**src/rtl/decode_issue_stage.sv**
```systemverilog
// decode_issue_stage: dual-issue decode for an even/odd pipe pair.
// Each fetched pair is routed to the pipes in one cycle when compatible, or
// serialized over two cycles (PAIR -> HOLD -> PAIR) when both instructions
// need the same pipe. branch_taken flushes everything, including a held
// instruction. Optional build macro DECODE_DEP_CHECK_EN adds a RAW check
// (second RA/RB vs first RT) that also forces serialization.
package descriptions;
    localparam logic PIPE_EVEN = 1'b0;
    localparam logic PIPE_ODD  = 1'b1;

    localparam logic [0:10] ENOP_OPCODE = 11'b00000000001;
    localparam logic [0:10] ONOP_OPCODE = 11'b01000000001;

    // Pipe class from the opcode: quadword rotate/shift/load group (0011xxx...)
    // and the 01xxx... group (includes ONOP) go odd, everything else even.
    function automatic logic pipe_of(input logic [0:31] inst);
        logic [0:10] op;
        op = inst[0:10];
        if (op == ENOP_OPCODE)  return PIPE_EVEN;
        if (op == ONOP_OPCODE)  return PIPE_ODD;
        if (op[0:3] == 4'b0011) return PIPE_ODD;
        if (op[0:1] == 2'b01)   return PIPE_ODD;
        return PIPE_EVEN;
    endfunction

    function automatic logic is_nop(input logic [0:31] inst);
        return (inst[0:10] == ENOP_OPCODE) || (inst[0:10] == ONOP_OPCODE);
    endfunction
endpackage

module decode_issue_stage (
    input  logic                 clock,
    input  logic                 reset,
    decode_issue_stage_if.slave  bus
);
    import descriptions::*;

    localparam logic [0:0]  ST_PAIR   = 1'b0;
    localparam logic [0:0]  ST_HOLD   = 1'b1;
    localparam logic [0:31] ENOP_WORD = {ENOP_OPCODE, 21'b0};
    localparam logic [0:31] ONOP_WORD = {ONOP_OPCODE, 21'b0};

    // FSM and hold register
    logic [0:0]  state_q, state_d;
    logic [0:31] hold_inst_q, hold_inst_d;
    logic [0:31] hold_pc_q, hold_pc_d;

    // Registered issue outputs
    logic [0:31] even_inst_q, even_inst_d;
    logic [0:31] odd_inst_q, odd_inst_d;
    logic        even_valid_q, even_valid_d;
    logic        odd_valid_q, odd_valid_d;
    logic [0:31] even_pc_q, even_pc_d;
    logic [0:31] odd_pc_q, odd_pc_d;
    logic [0:31] dual_count_q, dual_count_d;

    // Per-slot decode of the incoming pair
    logic [0:31] slot_inst [2];
    logic [1:0]  slot_real;
    logic [1:0]  slot_odd;
    logic [0:31] pc_plus4;

    // Up to two instructions selected for issue this cycle
    logic [1:0]  cand_valid;
    logic [0:31] cand_inst [2];
    logic [0:31] cand_pc   [2];
    logic [1:0]  cand_odd;

    logic class_clash;
    logic dep_hit;
    logic conflict;

    assign slot_inst[0] = bus.first_inst;
    assign slot_inst[1] = bus.second_inst;
    assign pc_plus4     = bus.pc_in + 32'd4;

    genvar gi;
    generate
        for (gi = 0; gi < 2; gi++) begin : g_slot
            assign slot_real[gi] = !is_nop(slot_inst[gi]);
            assign slot_odd[gi]  = pipe_of(slot_inst[gi]);
        end
    endgenerate

    assign class_clash = slot_real[0] && slot_real[1] && (slot_odd[0] == slot_odd[1]);

`ifdef DECODE_DEP_CHECK_EN
    // Second reads a register the first writes: cannot issue together.
    assign dep_hit = slot_real[0] && slot_real[1] &&
                     ((bus.second_inst[18:24] == bus.first_inst[25:31]) ||
                      (bus.second_inst[11:17] == bus.first_inst[25:31]));
`else
    assign dep_hit = 1'b0;
`endif

    assign conflict  = class_clash || dep_hit;

    // Fetch must replay the pair only when a conflicting pair is being split.
    assign bus.stall = !reset && !bus.branch_taken && (state_q == ST_PAIR) && conflict;

    // Choose what issues next edge and advance the PAIR/HOLD state.
    always_comb begin
        state_d     = state_q;
        hold_inst_d = hold_inst_q;
        hold_pc_d   = hold_pc_q;
        cand_valid  = 2'b00;
        cand_odd    = 2'b00;
        for (int i = 0; i < 2; i++) begin
            cand_inst[i] = 32'd0;
            cand_pc[i]   = 32'd0;
        end

        if (bus.branch_taken) begin
            state_d     = ST_PAIR;
            hold_inst_d = 32'd0;
            hold_pc_d   = 32'd0;
        end else if (state_q == ST_HOLD) begin
            cand_valid[0] = 1'b1;
            cand_inst[0]  = hold_inst_q;
            cand_pc[0]    = hold_pc_q;
            cand_odd[0]   = pipe_of(hold_inst_q);
            state_d       = ST_PAIR;
            hold_inst_d   = 32'd0;
            hold_pc_d     = 32'd0;
        end else begin
            if (slot_real[0]) begin
                cand_valid[0] = 1'b1;
                cand_inst[0]  = bus.first_inst;
                cand_pc[0]    = bus.pc_in;
                cand_odd[0]   = slot_odd[0];
            end
            if (conflict) begin
                state_d     = ST_HOLD;
                hold_inst_d = bus.second_inst;
                hold_pc_d   = pc_plus4;
            end else if (slot_real[1]) begin
                cand_valid[1] = 1'b1;
                cand_inst[1]  = bus.second_inst;
                cand_pc[1]    = pc_plus4;
                cand_odd[1]   = slot_odd[1];
            end
        end
    end

    // Steer each candidate to its pipe; an empty pipe gets its canonical NOP.
    always_comb begin
        even_inst_d  = ENOP_WORD;
        even_valid_d = 1'b0;
        even_pc_d    = 32'd0;
        odd_inst_d   = ONOP_WORD;
        odd_valid_d  = 1'b0;
        odd_pc_d     = 32'd0;
        for (int i = 0; i < 2; i++) begin
            if (cand_valid[i]) begin
                if (cand_odd[i]) begin
                    odd_inst_d  = cand_inst[i];
                    odd_valid_d = 1'b1;
                    odd_pc_d    = cand_pc[i];
                end else begin
                    even_inst_d  = cand_inst[i];
                    even_valid_d = 1'b1;
                    even_pc_d    = cand_pc[i];
                end
            end
        end
        dual_count_d = dual_count_q + {31'd0, even_valid_d & odd_valid_d};
    end

    // State, hold register and issue registers; reset drops any held instruction.
    always_ff @(posedge clock) begin
        if (reset) begin
            state_q      <= ST_PAIR;
            hold_inst_q  <= 32'd0;
            hold_pc_q    <= 32'd0;
            even_inst_q  <= ENOP_WORD;
            odd_inst_q   <= ONOP_WORD;
            even_valid_q <= 1'b0;
            odd_valid_q  <= 1'b0;
            even_pc_q    <= 32'd0;
            odd_pc_q     <= 32'd0;
            dual_count_q <= 32'd0;
        end else begin
            state_q      <= state_d;
            hold_inst_q  <= hold_inst_d;
            hold_pc_q    <= hold_pc_d;
            even_inst_q  <= even_inst_d;
            odd_inst_q   <= odd_inst_d;
            even_valid_q <= even_valid_d;
            odd_valid_q  <= odd_valid_d;
            even_pc_q    <= even_pc_d;
            odd_pc_q     <= odd_pc_d;
            dual_count_q <= dual_count_d;
        end
    end

    assign bus.even_inst  = even_inst_q;
    assign bus.odd_inst   = odd_inst_q;
    assign bus.even_valid = even_valid_q;
    assign bus.odd_valid  = odd_valid_q;
    assign bus.even_pc    = even_pc_q;
    assign bus.odd_pc     = odd_pc_q;
    assign bus.dual_count = dual_count_q;
endmodule

```
**src/rtl/decode_issue_stage_if.sv**
```systemverilog
// decode_issue_stage_if: fetch-side pair/pc/flush inputs, stall back-pressure,
// and the two issue-pipe outputs of the dual-issue decode stage.
// master = fetch/issue environment, slave = decode_issue_stage.
interface decode_issue_stage_if;
    logic [0:31] first_inst;
    logic [0:31] second_inst;
    logic [0:31] pc_in;
    logic        branch_taken;
    logic        stall;
    logic [0:31] even_inst;
    logic [0:31] odd_inst;
    logic        even_valid;
    logic        odd_valid;
    logic [0:31] even_pc;
    logic [0:31] odd_pc;
    logic [0:31] dual_count;

    modport master (
        output first_inst, second_inst, pc_in, branch_taken,
        input  stall, even_inst, odd_inst, even_valid, odd_valid,
               even_pc, odd_pc, dual_count
    );

    modport slave (
        input  first_inst, second_inst, pc_in, branch_taken,
        output stall, even_inst, odd_inst, even_valid, odd_valid,
               even_pc, odd_pc, dual_count
    );
endinterface

```
**src/flat_wrapper.sv**
```systemverilog
// flat-port wrapper written by rule: the top's interface ports become plain ports
module decode_issue_stage_flat import descriptions::*;
  (clock, reset, bus_first_inst, bus_second_inst, bus_pc_in, bus_branch_taken, bus_stall, bus_even_inst, bus_odd_inst, bus_even_valid, bus_odd_valid, bus_even_pc, bus_odd_pc, bus_dual_count);
  decode_issue_stage_if bus_i ();
  input  logic clock;
  input  logic reset;
  input wire logic [$bits(bus_i.first_inst)-1:0] bus_first_inst;
  input wire logic [$bits(bus_i.second_inst)-1:0] bus_second_inst;
  input wire logic [$bits(bus_i.pc_in)-1:0] bus_pc_in;
  input wire logic [$bits(bus_i.branch_taken)-1:0] bus_branch_taken;
  output wire logic [$bits(bus_i.stall)-1:0] bus_stall;
  output wire logic [$bits(bus_i.even_inst)-1:0] bus_even_inst;
  output wire logic [$bits(bus_i.odd_inst)-1:0] bus_odd_inst;
  output wire logic [$bits(bus_i.even_valid)-1:0] bus_even_valid;
  output wire logic [$bits(bus_i.odd_valid)-1:0] bus_odd_valid;
  output wire logic [$bits(bus_i.even_pc)-1:0] bus_even_pc;
  output wire logic [$bits(bus_i.odd_pc)-1:0] bus_odd_pc;
  output wire logic [$bits(bus_i.dual_count)-1:0] bus_dual_count;
  assign bus_i.first_inst = bus_first_inst;
  assign bus_i.second_inst = bus_second_inst;
  assign bus_i.pc_in = bus_pc_in;
  assign bus_i.branch_taken = bus_branch_taken;
  assign bus_stall = bus_i.stall;
  assign bus_even_inst = bus_i.even_inst;
  assign bus_odd_inst = bus_i.odd_inst;
  assign bus_even_valid = bus_i.even_valid;
  assign bus_odd_valid = bus_i.odd_valid;
  assign bus_even_pc = bus_i.even_pc;
  assign bus_odd_pc = bus_i.odd_pc;
  assign bus_dual_count = bus_i.dual_count;
  decode_issue_stage u_core (.clock(clock), .reset(reset), .bus(bus_i));
endmodule
```
**config.mk**
```make
export PLATFORM = sky130hd
export DESIGN_NAME = decode_issue_stage_flat
export DESIGN_NICKNAME = d
export VERILOG_FILES = /design/src/rtl/decode_issue_stage.sv /design/src/rtl/decode_issue_stage_if.sv /design/src/flat_wrapper.sv
export SDC_FILE = /design/constraint.sdc
export NUM_CORES = 1
export LEC_CHECK = 0
export ABC_AREA = 1
export BUFFER_PORTS_ARGS = -buffer_cell sky130_fd_sc_hd__buf_2
export CAP_MARGIN = 30
export CORE_MARGIN = 2
export CORE_UTILIZATION = 30
export CTS_BUF_LIST = sky130_fd_sc_hd__clkbuf_8
export DETAILED_ROUTE_END_ITERATION = 8
export PLACE_DENSITY = 0.55
export SETUP_SLACK_MARGIN = 0.2
export SLEW_MARGIN = 20
export SYNTH_ARGS = -nofsm -noshare
export SYNTH_HDL_FRONTEND = slang
export SYNTH_SLANG_ARGS = --single-unit
```
**constraint.sdc**
```tcl
create_clock -name clock -period 2.6 [get_ports clock]
set_input_delay 0.26 -clock clock [delete_from_list [all_inputs] [get_ports clock]]
set_output_delay 0.26 -clock clock [all_outputs]
set_load 0.02 [all_outputs]
```
**Word level (Yosys, flattened, before mapping)**

Index checks and enable logic that the tools add are counted.

- Memory bits (read-only): 0
- Bits in registers: 227
- Logic and storage cells: 150
- Memories: 0
- Latch bits: 0
- Bits in writable memories: 0
- Input port bits: 99

- Bitwise logic cells: 2
- Multiplexer cells: 111
- Magnitude comparators: 0
- Div/mod/pow operators: 0
- Reductions and logical operators: 12
- Eq/ne operators: 13
- Add/sub/neg operators: 2
- Shifts and indexed selects: 0
- Multipliers: 0

Operator list:

| operator | count |
|---|---|
| $mux W32 | 26 |
| $mux W64 | 2 |
| $mux W1 | 81 |
| $eq A11 B1 Y1 const B | 3 |
| $eq A11 B10 Y1 const B | 3 |
| $add A32 B1 Y32 | 1 |
| $add A32 B3 Y32 const B | 1 |
| $eq A4 B2 Y1 const B | 3 |
| $eq A2 B1 Y1 const B | 3 |
| $logic_and A1 B1 Y1 | 5 |
| $logic_not A1 Y1 | 4 |
| $mux W2 | 2 |
| $reduce_or A3 Y1 | 1 |
| $logic_or A1 B1 Y1 | 2 |
| $and A1 B1 Y1 | 1 |
| $eq A1 B1 Y1 | 1 |
| $not A1 Y1 | 1 |

**Longest topological paths before layout**

- Depth after elaboration: 28
- Depth in mapped cells: 22
- Depth with buffers taken out: 21

**Worst setup path before layout**

No wires, ideal clock.

- Path kind: input -> register
- From: in bus_second_inst[27]
- To: reg u_core.dual_count_q (netlist bit u_core.bus.dual_count[15])
- Stages: 19
- Data required time: 2478 ps
- Library setup time: 122 ps
- Path buffers: 1
- Path slack: -187 ps
- Arrival: 2665 ps
- Cell sequence: inv_1 > nand2_1 > nor2_1 > nand2_1 > nand4_4 > nand3_1 > buf_2 > nand2_1 > nand2_1 > inv_1 > ha_1 > ha_1 > nand2_1 > nor2_1 > nand4_1 > nor2_1 > nand3_1 > o21ai_0 > a21oi_1

- Word-level cells in the longest chain between the ends: 17

Ends and longest elaborated chain:

| item | line | source |
|---|---|---|
| start: declaration | flat_wrapper.sv:8 | `input wire logic [$bits(bus_i.second_inst)-1:0] bus_second_inst;` |
| $eq A11 B10 Y1 | decode_issue_stage.sv:20, decode_issue_stage.sv:27 |  |
| $mux W1 | decode_issue_stage.sv:20 | `if (op == ONOP_OPCODE) return PIPE_ODD;` |
| $mux W1 | decode_issue_stage.sv:21 | `if (op[0:3] == 4'b0011) return PIPE_ODD;` |
| $mux W1 | decode_issue_stage.sv:22 | `if (op[0:1] == 2'b01) return PIPE_ODD;` |
| $mux W1 | decode_issue_stage.sv:23 | `return PIPE_EVEN;` |
| $mux W1 | decode_issue_stage.sv:22 |  |
| $mux W1 | decode_issue_stage.sv:21 |  |
| $mux W1 | decode_issue_stage.sv:20 |  |
| $eq A1 B1 Y1 | decode_issue_stage.sv:85 | `assign class_clash = slot_real[0] && slot_real[1] && (slot_odd[0] == slot_odd[1]);` |
| $logic_and A1 B1 Y1 | decode_issue_stage.sv:85 |  |
| $mux W1 | decode_issue_stage.sv:132 | `if (conflict) begin` |
| $mux W1 | decode_issue_stage.sv:117 | `end else if (state_q == ST_HOLD) begin` |
| $mux W2 | decode_issue_stage.sv:113 | `if (bus.branch_taken) begin` |
| $mux W1 | decode_issue_stage.sv:155 | `if (cand_odd[i]) begin` |
| $mux W1 | decode_issue_stage.sv:154 | `if (cand_valid[i]) begin` |
| $and A1 B1 Y1 (*) | decode_issue_stage.sv:166 | `dual_count_d = dual_count_q + {31'd0, even_valid_d & odd_valid_d};` |
| $add A32 B1 Y32 (*) | decode_issue_stage.sv:166 |  |
| end signal: assignment | decode_issue_stage.sv:192 | `dual_count_q <= dual_count_d;` |
| end: declaration | decode_issue_stage.sv:55 | `logic [0:31] dual_count_q, dual_count_d;` |

Every way passes the cells marked *; elsewhere a longest branch is shown, timed or not. The select of a mux whose other input is x is not followed.
A chain may end at the register's enable or synchronous reset.

**Worst setup path in the final report**

- From: reg u_core.state_q
- To: reg u_core.dual_count_q (netlist bit u_core.bus.dual_count[17])

- Word-level cells in the longest chain between the ends: 8

Ends and longest elaborated chain:

| item | line | source |
|---|---|---|
| start: declaration | decode_issue_stage.sv:44 | `logic [0:0] state_q, state_d;` |
| start signal: assignment | decode_issue_stage.sv:183 | `state_q <= state_d;` |
| $mux W1 | decode_issue_stage.sv:117 |  |
| $mux W2 | decode_issue_stage.sv:113 |  |
| $mux W1 | decode_issue_stage.sv:155 |  |
| $mux W1 | decode_issue_stage.sv:154 |  |
| $mux W1 | decode_issue_stage.sv:155 |  |
| $mux W1 | decode_issue_stage.sv:154 |  |
| $and A1 B1 Y1 (*) | decode_issue_stage.sv:166 |  |
| $add A32 B1 Y32 (*) | decode_issue_stage.sv:166 |  |

Every way passes the cells marked *; elsewhere a longest branch is shown, timed or not.

==> results.yml <==
outcome:
  outcome: "finished clean"
global_routing:
  antenna_found_initial: 2
  grt_pass1_wl_um: 64700
  grt_max_degree: 96
  grt_pass1_vias: 11830
  grt_overflow: 0
  grtUsageTotal: 0.2131
final_layout:
  syn_to_final_growth_pct: 30.65
  fill_cells: 3939
  nNetsFinal: 2123
  multi_input_area_um2: 5753
  seqCellArea_um2: 4548
  drive_gt1_frac: 0.2198
  finish.instance_area_um2: 14450
floorplanning:
  die_height_um: 196.0
  coreArea_um2: 36430
  start_util: 0.3035
  die_w_um: 196.0
  rows: 70
  fp.dieArea_um2: 38410
  io_pins: 262
worst_hold_path:
  whs_path_depth: 4
  hp-class: "primary input to flop"
sta:
  relSlewSlack: 0.4158
  fin_crit_sh: 0.8974
  post-route-min-period_ns: 2.333
  clock.fmax_mhz: 428.6
  fin_skew_ns: 0.01914
  setup_viol: 0
  drv_slew: 0
  rsz0062_at_grt: "yes"
  hold_violations: 0
  worstMarginPinSlew_ns: 0.8763
  holdWs_ns: 0.05709
logic_synthesis:
  netlist.area_leader.share: 0.4110
  synth-edff-count: 0
  synth_commonest_cells: "nand2_1 (528), nor2_1 (264), dfxtp_1 (227)"
  ys.flop_type: "dfxtp_1"
  ys_types: 34
  syn_avg_cell_area_um2: 6.467
  syn_nets: 1812
  synth_seq_cells: 227
  ys_warn_count: 0
  synthCells: 1710
  yosysTopAreaCell: "dfxtp_1"
  yosysSeqAreaShare: 0.4110
  ys_top_cells_by_area: "dfxtp_1 (41%), nand2_1 (18%), nor2_1 (9.0%)"
  synth_area_um2: 11060
  ys_async_sr_fraction: 0
  yosysMostFrequentCell: "nand2_1"
power_and_ir_drop:
  leakage_nw: 6.825
  p_per_area_nw_per_um2: 593.7
  peakVddDrop_uv: 321.6
placement:
  port-buffer-count: 261
  gpl.final_weighted_congestion: 0.8489
  place_area_um2: 13080
  hpwl_um: 28000
cts:
  cts_root_buf: "clkbuf_8"
  path_clk_slew_ns: 0.06
  cts-htree-levels: 2
  clk_latency_ns: 0.59
  clock_path_buffers: 3
  numCtsBuffers: 43
  tritoncts: "built"
  clock_sinks: 227
flow_run:
  drv_cap: 0
worst_setup_path:
  crit_required_ns: 3.05
  critPathLaunchType: "flop"
  crit_type: "flop to flop"
  crit_fanout: 5
  r2r_cells: 17
  worstPathArrival_ns: 2.78
  worst_setup_path_end_kind: "flop"
drt:
  drt_pass1_iterations: 7
  wl_um: 41130
  drc_errors: 0
  vias: 12240
  vias_per_cell: 4.863
  antenna_left: 0
  drt_iter0_markers: 710
  wl_per_cell_um: 16.35
-- registers in the layout (all words and copies together), names as in the netlist --
| name | count |
|---|---|
| u_core.bus.even_inst | 32 |
| u_core.bus.dual_count | 32 |
| u_core.bus.odd_valid | 1 |
| u_core.hold_pc_q | 32 |
| u_core.hold_inst_q | 32 |
| u_core.bus.odd_inst | 32 |
| u_core.bus.even_pc | 32 |
| u_core.bus.odd_pc | 32 |
| u_core.bus.even_valid | 1 |
| u_core.state_q | 1 |
-- logic make-up after synthesis --
| group | Yosys count | synth area share |
|---|---|---|
| adders and majority gates | 3 | 0.003395 |
| other | 1 | 0.0003391 |
| buffers and inverters | 225 | 0.08430 |
| and+or+nand+nor | 957 | 0.3573 |
| DFF | 227 | 0.4110 |
| AOI/OAI and AO/OA | 279 | 0.1294 |
| xor gates and xnor gates | 18 | 0.01426 |
-- final timing paths --
check                                   end                   start  slack (ns)
hold reg to reg      u_core.hold_inst_q[14]  u_core.hold_inst_q[14]        0.46
hold / removal        u_core.hold_inst_q[4]     bus_second_inst[27]        0.06
setup / recovery  u_core.bus.dual_count[17]          u_core.state_q        0.27
setup reg to reg  u_core.bus.dual_count[17]          u_core.state_q        0.27
-- layout by cell type, fill, tap and decap left out, drive strengths merged, types with 2 or more instances in the layout --
cell type,netlist,final
nor2,265,265
ha,3,3
xor2,15,15
or2,7,7
xnor2,3,3
nand2,528,528
clkinv,2,6
dfxtp,227,227
nand3,55,55
nand3b,2,2
nand4,74,74
nor3,21,21
inv,118,129
buf,44,335
dlygate4sd3,0,35
nor3b,4,4
o21a,2,2
clkbuf,61,56
o21ai,126,126
a21oi,148,148
-- power by group --
group	internal [W]	switching, W	total, W
combinational	0.000465	0.000978	0.00144
sequential	0.00364	0.0000583	0.00370
clock	0.00188	0.00156	0.00343
-- worst max-delay path, cell delays in order (launching register included) --
cell and delay (ns):
dfxtp_4 0.38, inv_4 0.05, buf_8 0.12, nand3_4 0.11, nand4_4 0.12, buf_6 0.14
nand2_4 0.07, nand2_4 0.05, inv_4 0.07, ha_4 0.14, ha_4 0.14, nand2_4 0.06
nor2_4 0.17, nand4_1 0.14, nor2_2 0.12, buf_4 0.13, nand2_1 0.04, nor3b_2 0.15
-- per-stage QoR --
stage / total power, W / std cells / util / TNS, ns / setup slack (ns)
floorplan: 0.004621 / 1710 / - / 0 / 0.04263
global placement: 0.005146 / 2402 / 0.3590 / -0.8533 / -0.1432
detailed placement: 0.005156 / 2402 / 0.3590 / -1.622 / -0.1591
CTS: 0.008704 / 2508 / 0.3920 / 0 / 0.1907
global route: 0.009027 / 2516 / 0.3965 / 0 / 0.1375
finish: 0.008578 / 2516 / 0.3965 / 0 / 0.2667
-- per-layer routing --
metal	global-route usage	share of wire	vias up
li1	-	-	6103
met1	0.2743	0.44	5601
met2	0.3531	0.46	453
met3	0.03954	0.067	78
met4	0.08446	0.028	0
met5	0	0	-
-- final cells by class --
cell class,instances,share of cell area
antenna,1,0.0001732
clock buffer,55,0.05239
clock inverter,16,0.004763
inverter,120,0.03152
multi-input combinational,1258,0.3982
sequential,227,0.3148
tap,468,0.04053
timing repair buffer,371,0.1576
-- repair_timing --
item / CTS / global route
gates resized for setup: 6 / 29
endpoints found under the setup margin: 20 / 68
hold buffers: 35 / 0
endpoints found under the hold margin: 82 / 0
buffers inserted: 0 / 6
pin swaps: 1 / 12
Note: power is estimated with default switching activity, not from simulation.
